## config.mk

```make
export PLATFORM = sky130hd
export DESIGN_NAME = p2s_reg
export DESIGN_NICKNAME = d
export VERILOG_FILES = /design/src/rtl/p2s_pkg.sv /design/src/rtl/p2s_shadow_buf.sv /design/src/rtl/p2s_reg.sv
export SDC_FILE = /design/constraint.sdc
export NUM_CORES = 1
export LEC_CHECK = 0
export CAP_MARGIN = 25
export CORE_MARGIN = 2
export CORE_UTILIZATION = 45
export CTS_BUF_LIST = sky130_fd_sc_hd__clkbuf_4 sky130_fd_sc_hd__clkbuf_8 sky130_fd_sc_hd__clkbuf_16
export CTS_CLUSTER_DIAMETER = 40
export DETAILED_ROUTE_END_ITERATION = 12
export GPL_ROUTABILITY_DRIVEN = 0
export PLACE_DENSITY = 0.74
export SETUP_SLACK_MARGIN = 0.4
export SKIP_CTS_REPAIR_TIMING = 1
export SYNTH_ARGS = -nofsm -noshare
export SYNTH_HDL_FRONTEND = slang
export SYNTH_HIERARCHICAL = 1
export SYNTH_SLANG_ARGS = --single-unit
```

## constraint.sdc

```tcl
create_clock -name clk -period 2.9 [get_ports clk]
set_input_delay 0.58 -clock clk [delete_from_list [all_inputs] [get_ports clk]]
set_output_delay 0.58 -clock clk [all_outputs]
set_load 0.01 [all_outputs]
```

## src/rtl/p2s_pkg.sv

```systemverilog
// Shared defaults and state encoding for the parallel-to-serial converter register.
package p2s_pkg;

    localparam int DATA_W_DEF    = 16;
    localparam int NUM_WORDS_DEF = 4;
    localparam int CNT_W_DEF     = 5;

    typedef enum logic {
        IDLE  = 1'b0,
        SHIFT = 1'b1
    } state_t;

endpackage

```

## src/rtl/p2s_shadow_buf.sv

```systemverilog
// Single-frame holding register with a full flag; used as the second buffer
// when P2S_DOUBLE_BUF_EN is defined.
module p2s_shadow_buf #(
    parameter int FRAME_W = 64
) (
    input  logic               clk,
    input  logic               rst,
    input  logic               load_i,
    input  logic               pop_i,
    input  logic [FRAME_W-1:0] data_i,
    output logic [FRAME_W-1:0] data_o,
    output logic               full_o
);

    logic [FRAME_W-1:0] data_q, data_d;
    logic               full_q, full_d;

    always_comb begin
        data_d = data_q;
        full_d = full_q;
        if (pop_i) begin
            full_d = 1'b0;
        end
        if (load_i) begin
            data_d = data_i;
            full_d = 1'b1;
        end
    end

    always_ff @(posedge clk or posedge rst) begin
        if (rst) begin
            data_q <= '0;
            full_q <= 1'b0;
        end else begin
            data_q <= data_d;
            full_q <= full_d;
        end
    end

    assign data_o = data_q;
    assign full_o = full_q;

endmodule

```

## src/rtl/p2s_reg.sv

```systemverilog
// Parallel-to-serial converter: loads a frame of NUM_WORDS words and emits it
// word 0 first with valid/ready flow control. Macro P2S_DOUBLE_BUF_EN adds a shadow frame.
module p2s_reg
    import p2s_pkg::*;
#(
    parameter int DATA_W    = DATA_W_DEF,
    parameter int NUM_WORDS = NUM_WORDS_DEF,
    parameter int CNT_W     = CNT_W_DEF
) (
    input  logic                        clk,
    input  logic                        rst,
    input  logic                        start,
    input  logic [NUM_WORDS*DATA_W-1:0] parIn,
    input  logic                        in_valid,
    output logic                        in_ready,
    output logic [DATA_W-1:0]           serialOut,
    output logic                        out_valid,
    input  logic                        out_ready,
    output logic [CNT_W-1:0]            count,
    output logic                        busy,
    output logic                        done
);

    localparam int              FRAME_W  = NUM_WORDS * DATA_W;
    localparam logic [CNT_W-1:0] LAST_IDX = CNT_W'(NUM_WORDS - 1);

    state_t              state_q, state_d;
    logic [FRAME_W-1:0]  frame_q, frame_d;
    logic [DATA_W-1:0]   serial_q, serial_d;
    logic [CNT_W-1:0]    count_q, count_d;
    logic                done_q, done_d;
    logic                in_ready_c;
    logic                load;
    logic                beat;
    logic                last_beat;

`ifdef P2S_DOUBLE_BUF_EN
    logic               sh_load;
    logic               sh_pop;
    logic [FRAME_W-1:0] sh_data;
    logic               sh_full;

    p2s_shadow_buf #(
        .FRAME_W (FRAME_W)
    ) u_shadow (
        .clk    (clk),
        .rst    (rst),
        .load_i (sh_load),
        .pop_i  (sh_pop),
        .data_i (parIn),
        .data_o (sh_data),
        .full_o (sh_full)
    );
`endif

    assign load      = in_valid & in_ready_c;
    assign beat      = (state_q == SHIFT) & out_ready;
    assign last_beat = beat & (count_q == LAST_IDX);

    always_comb begin
        state_d    = state_q;
        frame_d    = frame_q;
        serial_d   = serial_q;
        count_d    = count_q;
        done_d     = 1'b0;
        in_ready_c = 1'b0;
`ifdef P2S_DOUBLE_BUF_EN
        sh_load    = 1'b0;
        sh_pop     = 1'b0;
`endif
        case (state_q)
            IDLE: begin
                // Gated by rst so in_ready reads low for the whole reset window.
                in_ready_c = start & ~rst;
                if (load) begin
                    frame_d  = parIn;
                    serial_d = parIn[DATA_W-1:0];
                    count_d  = '0;
                    state_d  = SHIFT;
                end
            end
            SHIFT: begin
`ifdef P2S_DOUBLE_BUF_EN
                in_ready_c = start & ~sh_full & ~rst;
                sh_load    = load & ~last_beat;
`endif
                if (beat) begin
                    if (count_q != LAST_IDX) begin
                        frame_d  = frame_q >> DATA_W;
                        serial_d = frame_q[2*DATA_W-1:DATA_W];
                        count_d  = count_q + CNT_W'(1);
                    end else begin
                        done_d  = 1'b1;
                        count_d = '0;
`ifdef P2S_DOUBLE_BUF_EN
                        if (sh_full) begin
                            sh_pop   = 1'b1;
                            frame_d  = sh_data;
                            serial_d = sh_data[DATA_W-1:0];
                        end else if (load) begin
                            frame_d  = parIn;
                            serial_d = parIn[DATA_W-1:0];
                        end else begin
                            state_d = IDLE;
                        end
`else
                        state_d = IDLE;
`endif
                    end
                end
            end
            default: state_d = IDLE;
        endcase
    end

    always_ff @(posedge clk or posedge rst) begin
        if (rst) begin
            state_q  <= IDLE;
            frame_q  <= '0;
            serial_q <= '0;
            count_q  <= '0;
            done_q   <= 1'b0;
        end else begin
            state_q  <= state_d;
            frame_q  <= frame_d;
            serial_q <= serial_d;
            count_q  <= count_d;
            done_q   <= done_d;
        end
    end

    assign in_ready  = in_ready_c;
    assign serialOut = serial_q;
    assign out_valid = (state_q == SHIFT);
    assign busy      = (state_q == SHIFT);
    assign count     = count_q;
    assign done      = done_q;

endmodule

```

* After elaboration in Yosys (flattened, before gate mapping)
Cells that the tools add are included.
W data, S select, Z words.
** Cells by class
- $add $sub $neg :: 1
- Eq/ne operators :: 4
- Mux-type cells :: 20
- Bitwise logic cells :: 5
- Reductions and logical operators :: 2
** Operator list (number)
- $mux W64 :: 3
- $pmux W64 S2 :: 1
- $mux W16 :: 3
- $pmux W16 S2 :: 1
- $mux W5 :: 3
- $pmux W5 S2 :: 1
- $mux W1 :: 7
- $add A5 B1 Y5 const B :: 1
- $ne A5 B2 Y1 const B :: 1
- $ne A2 B1 Y1 const B :: 2
- $and A1 B1 Y1 :: 3
- $reduce_and A3 Y1 :: 1
- $ne A2 B2 Y1 const B :: 1
- $not A1 Y1 :: 2
- $pmux W1 S2 :: 1
- $reduce_and A2 Y1 :: 1
** Word-level totals
- Register bits :: 87
- Input port bits :: 69
- Output and inout port bits :: 25
- Logic and storage cells :: 37

* Depth between registers and ports, before layout
Gate-level depths: netlist of run 1.
- Word-level depth :: 6
- Depth in mapped cells :: 7
- Mapped depth without buffers :: 4

* Least setup slack after synthesis of run 1
OpenSTA, ideal clock, no wires.
- Kind :: flip-flop to flip-flop
- Start :: register count_q[1] (netlist: count[1])
- End :: register frame_q[0]
- Library setup time :: 0.125 ns
- Data arrival time :: 1.965 ns
- Data required time :: 2.775 ns
- Slack :: 0.810 ns
- Cell stages (with the launch flop) :: 8
- Buffers on the path :: 3
- Clock period less this slack :: 2.090 ns
- Cell sequence :: dfrtp_1 ha_1 or4b_1 buf_2 a21o_1 buf_6 buf_6 mux2_4
** On the way
- Word-level cells in the longest chain between the ends :: 3
** RTL lines
- start: declaration :: line p2s_reg.sv:30 : logic [CNT_W-1:0] count_q, count_d;
- start signal: assignment :: line p2s_reg.sv:127 : count_q <= count_d;
- $ne A5 B2 Y1 :: line p2s_reg.sv:88 : if (count_q != LAST_IDX) begin
- $ne A2 B1 Y1 (no line)
- $reduce_and A3 Y1 (no line)
- end signal: assignment :: line p2s_reg.sv:125 : frame_q <= frame_d;
- end: declaration :: line p2s_reg.sv:28 : logic [FRAME_W-1:0] frame_q, frame_d;
Every way passes these cells.
A chain may end at the register's enable or synchronous reset.

* Worst setup path after layout of run 1
- Start :: input port rst
- End :: output port in_ready
** On the way
- Word-level cells in the longest chain between the ends :: 3
** RTL lines
- start: declaration :: line p2s_reg.sv:11 : input logic rst,
- $not A1 Y1 :: line p2s_reg.sv:74 : in_ready_c = start & ~rst;
- $and A1 B1 Y1 :: line p2s_reg.sv:74
- $mux W1 :: line p2s_reg.sv:71 : case (state_q)
- end: declaration :: line p2s_reg.sv:15 : output logic in_ready,
Every way passes these cells.

==> results of run 1 <==
## cells in the mapped netlist, drive strengths merged
master / instances / area share
dfrtp: 71 / 0.51
mux2: 96 / 0.33
a22o: 16 / 0.040
ha: 1 / 0.0036
or4b: 1 / 0.0029
nand2: 4 / 0.0043
nor4bb: 1 / 0.0029
a31oi: 3 / 0.0054
buf: 26 / 0.055
and2: 1 / 0.0018
nor2: 1 / 0.0011
a41oi: 1 / 0.0025
o21ai: 4 / 0.0058
nand3: 3 / 0.0043
nor3b: 1 / 0.0022
a21o: 1 / 0.0022
nand2b: 3 / 0.0054
a21oi: 2 / 0.0029
clkbuf: 7 / 0.0076
inv: 3 / 0.0032
or3: 1 / 0.0018
## state kept, by name, indices dropped and copies added (netlist names)
signal,flops
done,1
busy,1
count,5
frame_q,64
## power by group
part           total, mW  switching (mW)  internal, mW
registers           1.71           0.305          1.41
clock network      0.776           0.360         0.416
logic               1.94           0.657          1.29
## worst max-delay path by stage
stage / slack, ns / end / start
2_1_floorplan: 0.52 / busy / rst
3_5_place_dp: 0.47 / in_ready / rst
3_3_place_gp: 0.50 / in_ready / rst
6_report: 0.51 / in_ready / rst
4_1_cts: 0.48 / in_ready / rst
5_1_grt: 0.43 / in_ready / rst
## layout make-up
| type | instances | area (um^2) | share of cell area |
|---|---|---|---|
| inverter | 3 | 11.26 | 0.002444 |
| clock inverter | 6 | 60.06 | 0.01304 |
| timing repair buffer | 99 | 1001 | 0.2173 |
| multi-input combinational | 140 | 1491 | 0.3237 |
| clock buffer | 10 | 137.6 | 0.02988 |
| sequential | 71 | 1778 | 0.3859 |
| tap | 102 | 127.6 | 0.02770 |
## routing by layer
metal / wire length, um / vias up
met5: 0 / -
met4: 85 / 0
met3: 478 / 9
met2: 3173 / 76
met1: 3109 / 1085
li1: - / 1020
## cells by family after synthesis
kind of cell | count (synthesis) | synth area share
AOI/OAI and AO/OA | 27 | 0.05912
adders and majority gates | 1 | 0.003604
muxes | 96 | 0.3331
and+or+nand+nor | 16 | 0.02668
DFF | 71 | 0.5119
buffers and inverters | 36 | 0.06561
==> flow_summary_export.csv, run 1 <==
group,metric,value,unit
run_status,outcome,"finished, final reports clean",
sta,final.period_utilization,0.8227,
setup_path,critPathTopFamily,"buffers and inverters",
global_routing,met2_usage,0.2665,
setup_path,arrival,1.81,ns
cells_and_area,fin_area,0.004607,mm^2
setup_path,required,2.32,ns
sta,timing.hold.ws,0.4958,ns
setup_path,r2r_slack,0.67,ns
global_routing,top_usage_layer,"met2",
logic_synthesis,syn_avg_cell_area,14.05,um^2
sta,slew_headroom,0.5149,
cells_and_area,syn2layout_area_growth,32.73,%
global_routing,grt_pass1_vias,2387,
clock_tree,cts_max_path_buffers,2,
detailed_routing,drtAntennaViolNets,0,
hold_path,hold_class,"reg2reg",
global_routing,globalRouteMet3Util,0.06902,
global_routing,grt_use_met1,0.2311,
floorplanning,fp-row-count,32,
sta,setup_tns,0,ns
logic_synthesis,synth_nets,317,
setup_path,critPathLaunchType,"primary input",
setup_path,r2r-start,"count[0]",
detailed_routing,via_per_inst,5.081,
detailed_routing,drt-total-wl,6846,um
clock_tree,cts_tree,"built",
setup_path,worstPathMaxFanout,3,
setup_path,regToRegEndpoint,"frame_q[5]",
detailed_routing,first_pass_iters,4,
clock_tree,cts_max_level,3,
detailed_routing,drt_iter0_markers,81,
floorplanning,start_util,0.4563,
cells_and_area,layout.cells.non_filler,431,
sta,fin_skew,0.007987,ns
detailed_routing,via_count,2190,
global_routing,grt_pass1_wl,11450,um
setup_path,path_depth,3,
setup_path,r2r_cells,5,
place,dp_hpwl,4587,um
cells_and_area,layout_common_cells,"93 x clkdlybuf4s50_1, 76 x mux2_2, 70 x dfrtp_1",
sta,setup_viol,0,
cells_and_area,antenna_cells,0,
cells_and_area,mostFrequentLayoutCell,"clkdlybuf4s50_1",
flow_run,max_cap_violations,0,
place,io_buffer_count,93,
floorplanning,core_area,0.007607,mm^2
global_routing,grt_max_degree,49,
sta,drv_slew,0,
cells_and_area,fillers,637,
place,dp_slack,0.4720,ns
floorplanning,pin_count,94,
clock_tree,clock_sinks,71,
logic_synthesis,ys_ff_latch,71,
logic_synthesis,synth.cell_area,0.003471,mm^2
setup_path,cp_common_cell,"clkdlybuf4s50_1",
setup_path,crit_buf_inv,2,
sta,worst_pin_slew,0.7266,ns
global_routing,track_usage,0.1737,
logic_synthesis,yosysSeqAreaShare,0.5119,
setup_path,path_cells,"clkdlybuf4s50_1 -> nor3b_2 -> clkdlybuf4s50_1",
detailed_routing,post_drt_wl_per_cell,15.88,um
sta,timing.final.ws_setup,0.5141,ns
cells_and_area,nets,394,
cells_and_area,drive_gt1_frac,0.3769,
sta,min_period,2.386,ns
hold_path,hp-start,"frame_q[48]",
logic_synthesis,syn_inst,247,
pwr,ir_drop,0.5441,mV
setup_path,endpoint_kind,"output port",
sta,finalHoldViolCount,0,
sta,rsz0062_at_grt,"no",
setup_path,path_class,"in2out",
pwr,finalPower,4.430,mW
place,placed_cell_area,0.004404,mm^2
logic_synthesis,ys_warn_count,6,
floorplanning,die_h,91.83,um
floorplanning,die_area,0.008432,mm^2
global_routing,antenna_found_initial,0,
detailed_routing,detail_route.drc_violations,0,
cells_and_area,fin_util,0.6056,
clock_tree,clock_latency,0.33,ns
floorplanning,fp.dieW,91.83,um
global_routing,grt_remaining_overflow,0,
clock_tree,cts_buffers,9,
pwr,leakage,2.024,nW
hold_path,hold_depth,1,
clock_tree,cts_root_buf,"clkbuf_8",
setup_path,cp_slowest_cell,"clkdlybuf4s50_1",
logic_synthesis,ys_types,25,
place,placed_cells,415,
sta,clock.fmax,419.1,MHz
clock_tree,clk_pin_slew,0.06,ns
hold_path,holdPathEnd,"frame_q[48]",
setup_path,critPathMaxStageDelay,0.55,ns
pwr,power_density,961.6,mW/mm^2
Power figures use the tool's default switching activity.
==> inputs of run 2 (changes only) <==
clock period = 2.31 ns   (was 2.9 ns; I/O delays follow)
==> run 2 against run 1 <==
Effect of this change: power up 28%; critical path depth is 2 higher; first-iteration DRC count decreased by 16%; global-route usage grew 0.14 points; worst setup slack worse by 0.13 ns; cell area rose by 2.3%; critical endpoint is now frame_q[20]; largest cell class unchanged.
==> flow_summary_export.csv, run 2 (synthesis results as in run 1) <==
group,metric,value,unit
run_status,outcome,"finished, final reports clean",
sta,worst_pin_slew,0.4219,ns
sta,min_period,1.924,ns
detailed_routing,via_per_inst,5.073,
global_routing,grt_pass1_vias,2312,
cells_and_area,largest_reg_flops,64,
floorplanning,fp.dieW,91.83,um
setup_path,r2r-start,"count[1]",
setup_path,critPathLaunch,"count[1]",
pwr,power_density,1199,mW/mm^2
floorplanning,fp-row-count,32,
cells_and_area,layout_common_cells,"92 x clkdlybuf4s50_1, 76 x mux2_2, 69 x dfrtp_1",
place,placed_cell_area,0.004457,mm^2
hold_path,hold_depth,1,
setup_path,endpoint_kind,"flip-flop",
cells_and_area,nets,404,
detailed_routing,drtAntennaViolNets,0,
clock_tree,cts_root_buf,"clkbuf_8",
clock_tree,clk_pin_slew,0.07,ns
cells_and_area,antenna_cells,0,
sta,setup_viol,0,
global_routing,grt_pass1_wl,11500,um
setup_path,crit_buf_inv,1,
sta,clock.fmax,519.8,MHz
cells_and_area,largest_register,"frame_q",
setup_path,arrival,2.14,ns
detailed_routing,post_drt_wl_per_cell,16.35,um
detailed_routing,detail_route.drc_violations,0,
detailed_routing,drt-total-wl,7192,um
hold_path,hold_class,"reg2reg",
setup_path,critPathTopFamily,"simple AND/OR/NAND/NOR gates",
cells_and_area,mostFrequentLayoutCell,"clkdlybuf4s50_1",
hold_path,hp-start,"frame_q[62]",
detailed_routing,drt_iter0_markers,68,
setup_path,r2r_slack,0.39,ns
detailed_routing,via_count,2232,
sta,fin_skew,0.006510,ns
sta,drv_slew,0,
sta,setup_tns,0,ns
global_routing,track_usage,0.1751,
sta,rsz0062_at_grt,"yes",
sta,timing.hold.ws,0.5006,ns
hold_path,holdPathEnd,"frame_q[62]",
global_routing,grt_max_degree,72,
cells_and_area,syn2layout_area_growth,35.83,%
floorplanning,pin_count,94,
setup_path,worstPathMaxFanout,16,
clock_tree,cts_buffers,9,
pwr,ir_drop,0.5521,mV
place,dp_hpwl,4739,um
setup_path,path_class,"reg2reg",
sta,slew_headroom,0.7187,
clock_tree,clock_sinks,71,
cells_and_area,drive_gt1_frac,0.3994,
detailed_routing,first_pass_iters,4,
place,io_buffer_count,93,
sta,finalHoldViolCount,0,
setup_path,required,2.53,ns
floorplanning,start_util,0.4563,
floorplanning,core_area,0.007607,mm^2
setup_path,r2r_cells,5,
flow_run,max_cap_violations,0,
clock_tree,clock_latency,0.33,ns
setup_path,critPathLaunchType,"flip-flop",
sta,final.period_utilization,0.8328,
setup_path,regToRegEndpoint,"frame_q[20]",
floorplanning,die_h,91.83,um
clock_tree,cts_max_level,3,
cells_and_area,layout.cells.non_filler,440,
cells_and_area,fin_area,0.004715,mm^2
global_routing,antenna_found_initial,0,
place,placed_cells,420,
global_routing,grt_remaining_overflow,0,
floorplanning,die_area,0.008432,mm^2
clock_tree,cts_tree,"built",
setup_path,critPathMaxStageDelay,0.48,ns
pwr,leakage,2.087,nW
setup_path,cp_slowest_cell,"or4b_4",
setup_path,path_cells,"ha_4 -> or4b_4 -> a21o_4 -> clkbuf_16 -> mux2_2",
clock_tree,cts_max_path_buffers,2,
==> run 2: cell type report <==
cell class / count / area (um^2)
Clock buffer: 11 / 145.1
Clock inverter: 4 / 22.52
Fill cell: 615 / 2893
Inverter: 3 / 15.01
Multi-Input combinational cell: 140 / 1516
Sequential cell: 71 / 1779
Tap cell: 102 / 127.6
Timing Repair Buffer: 109 / 1109
==> run 2: worst max-delay path by stage <==
stage,slack [ns],end,cells past startpoint
after floorplan,0.24,frame_q[0],7
after global placement,0.14,frame_q[22],5
after detailed placement,0.1,frame_q[24],5
after CTS,0.1,in_ready,3
after global routing,0.34,frame_q[33],5
final,0.39,frame_q[20],5
==> run 2: per-layer routing <==
layer | track usage | part of all wire
met1 | 0.2351 | 0.46
met2 | 0.2659 | 0.47
met3 | 0.04848 | 0.061
met4 | 0.07836 | 0.015
met5 | 0 | 0
==> run 2: stage by stage <==
stage,utilization,worst slack (ns),power [mW]
final,0.6197,0.3863,5.650
after global routing,0.6197,0.3363,6.022
after CTS,0.6079,0.09639,5.578
after detailed placement,0.5859,0.09871,4.699
after global placement,0.5859,0.1415,4.623
after floorplan,-,0.2364,4.018
==> run 2: report_power, final <==
group	internal, mW	switching, mW
Sequential	1.77	0.330
Combinational	1.75	0.939
Clock	0.420	0.441
Total	3.94	1.71
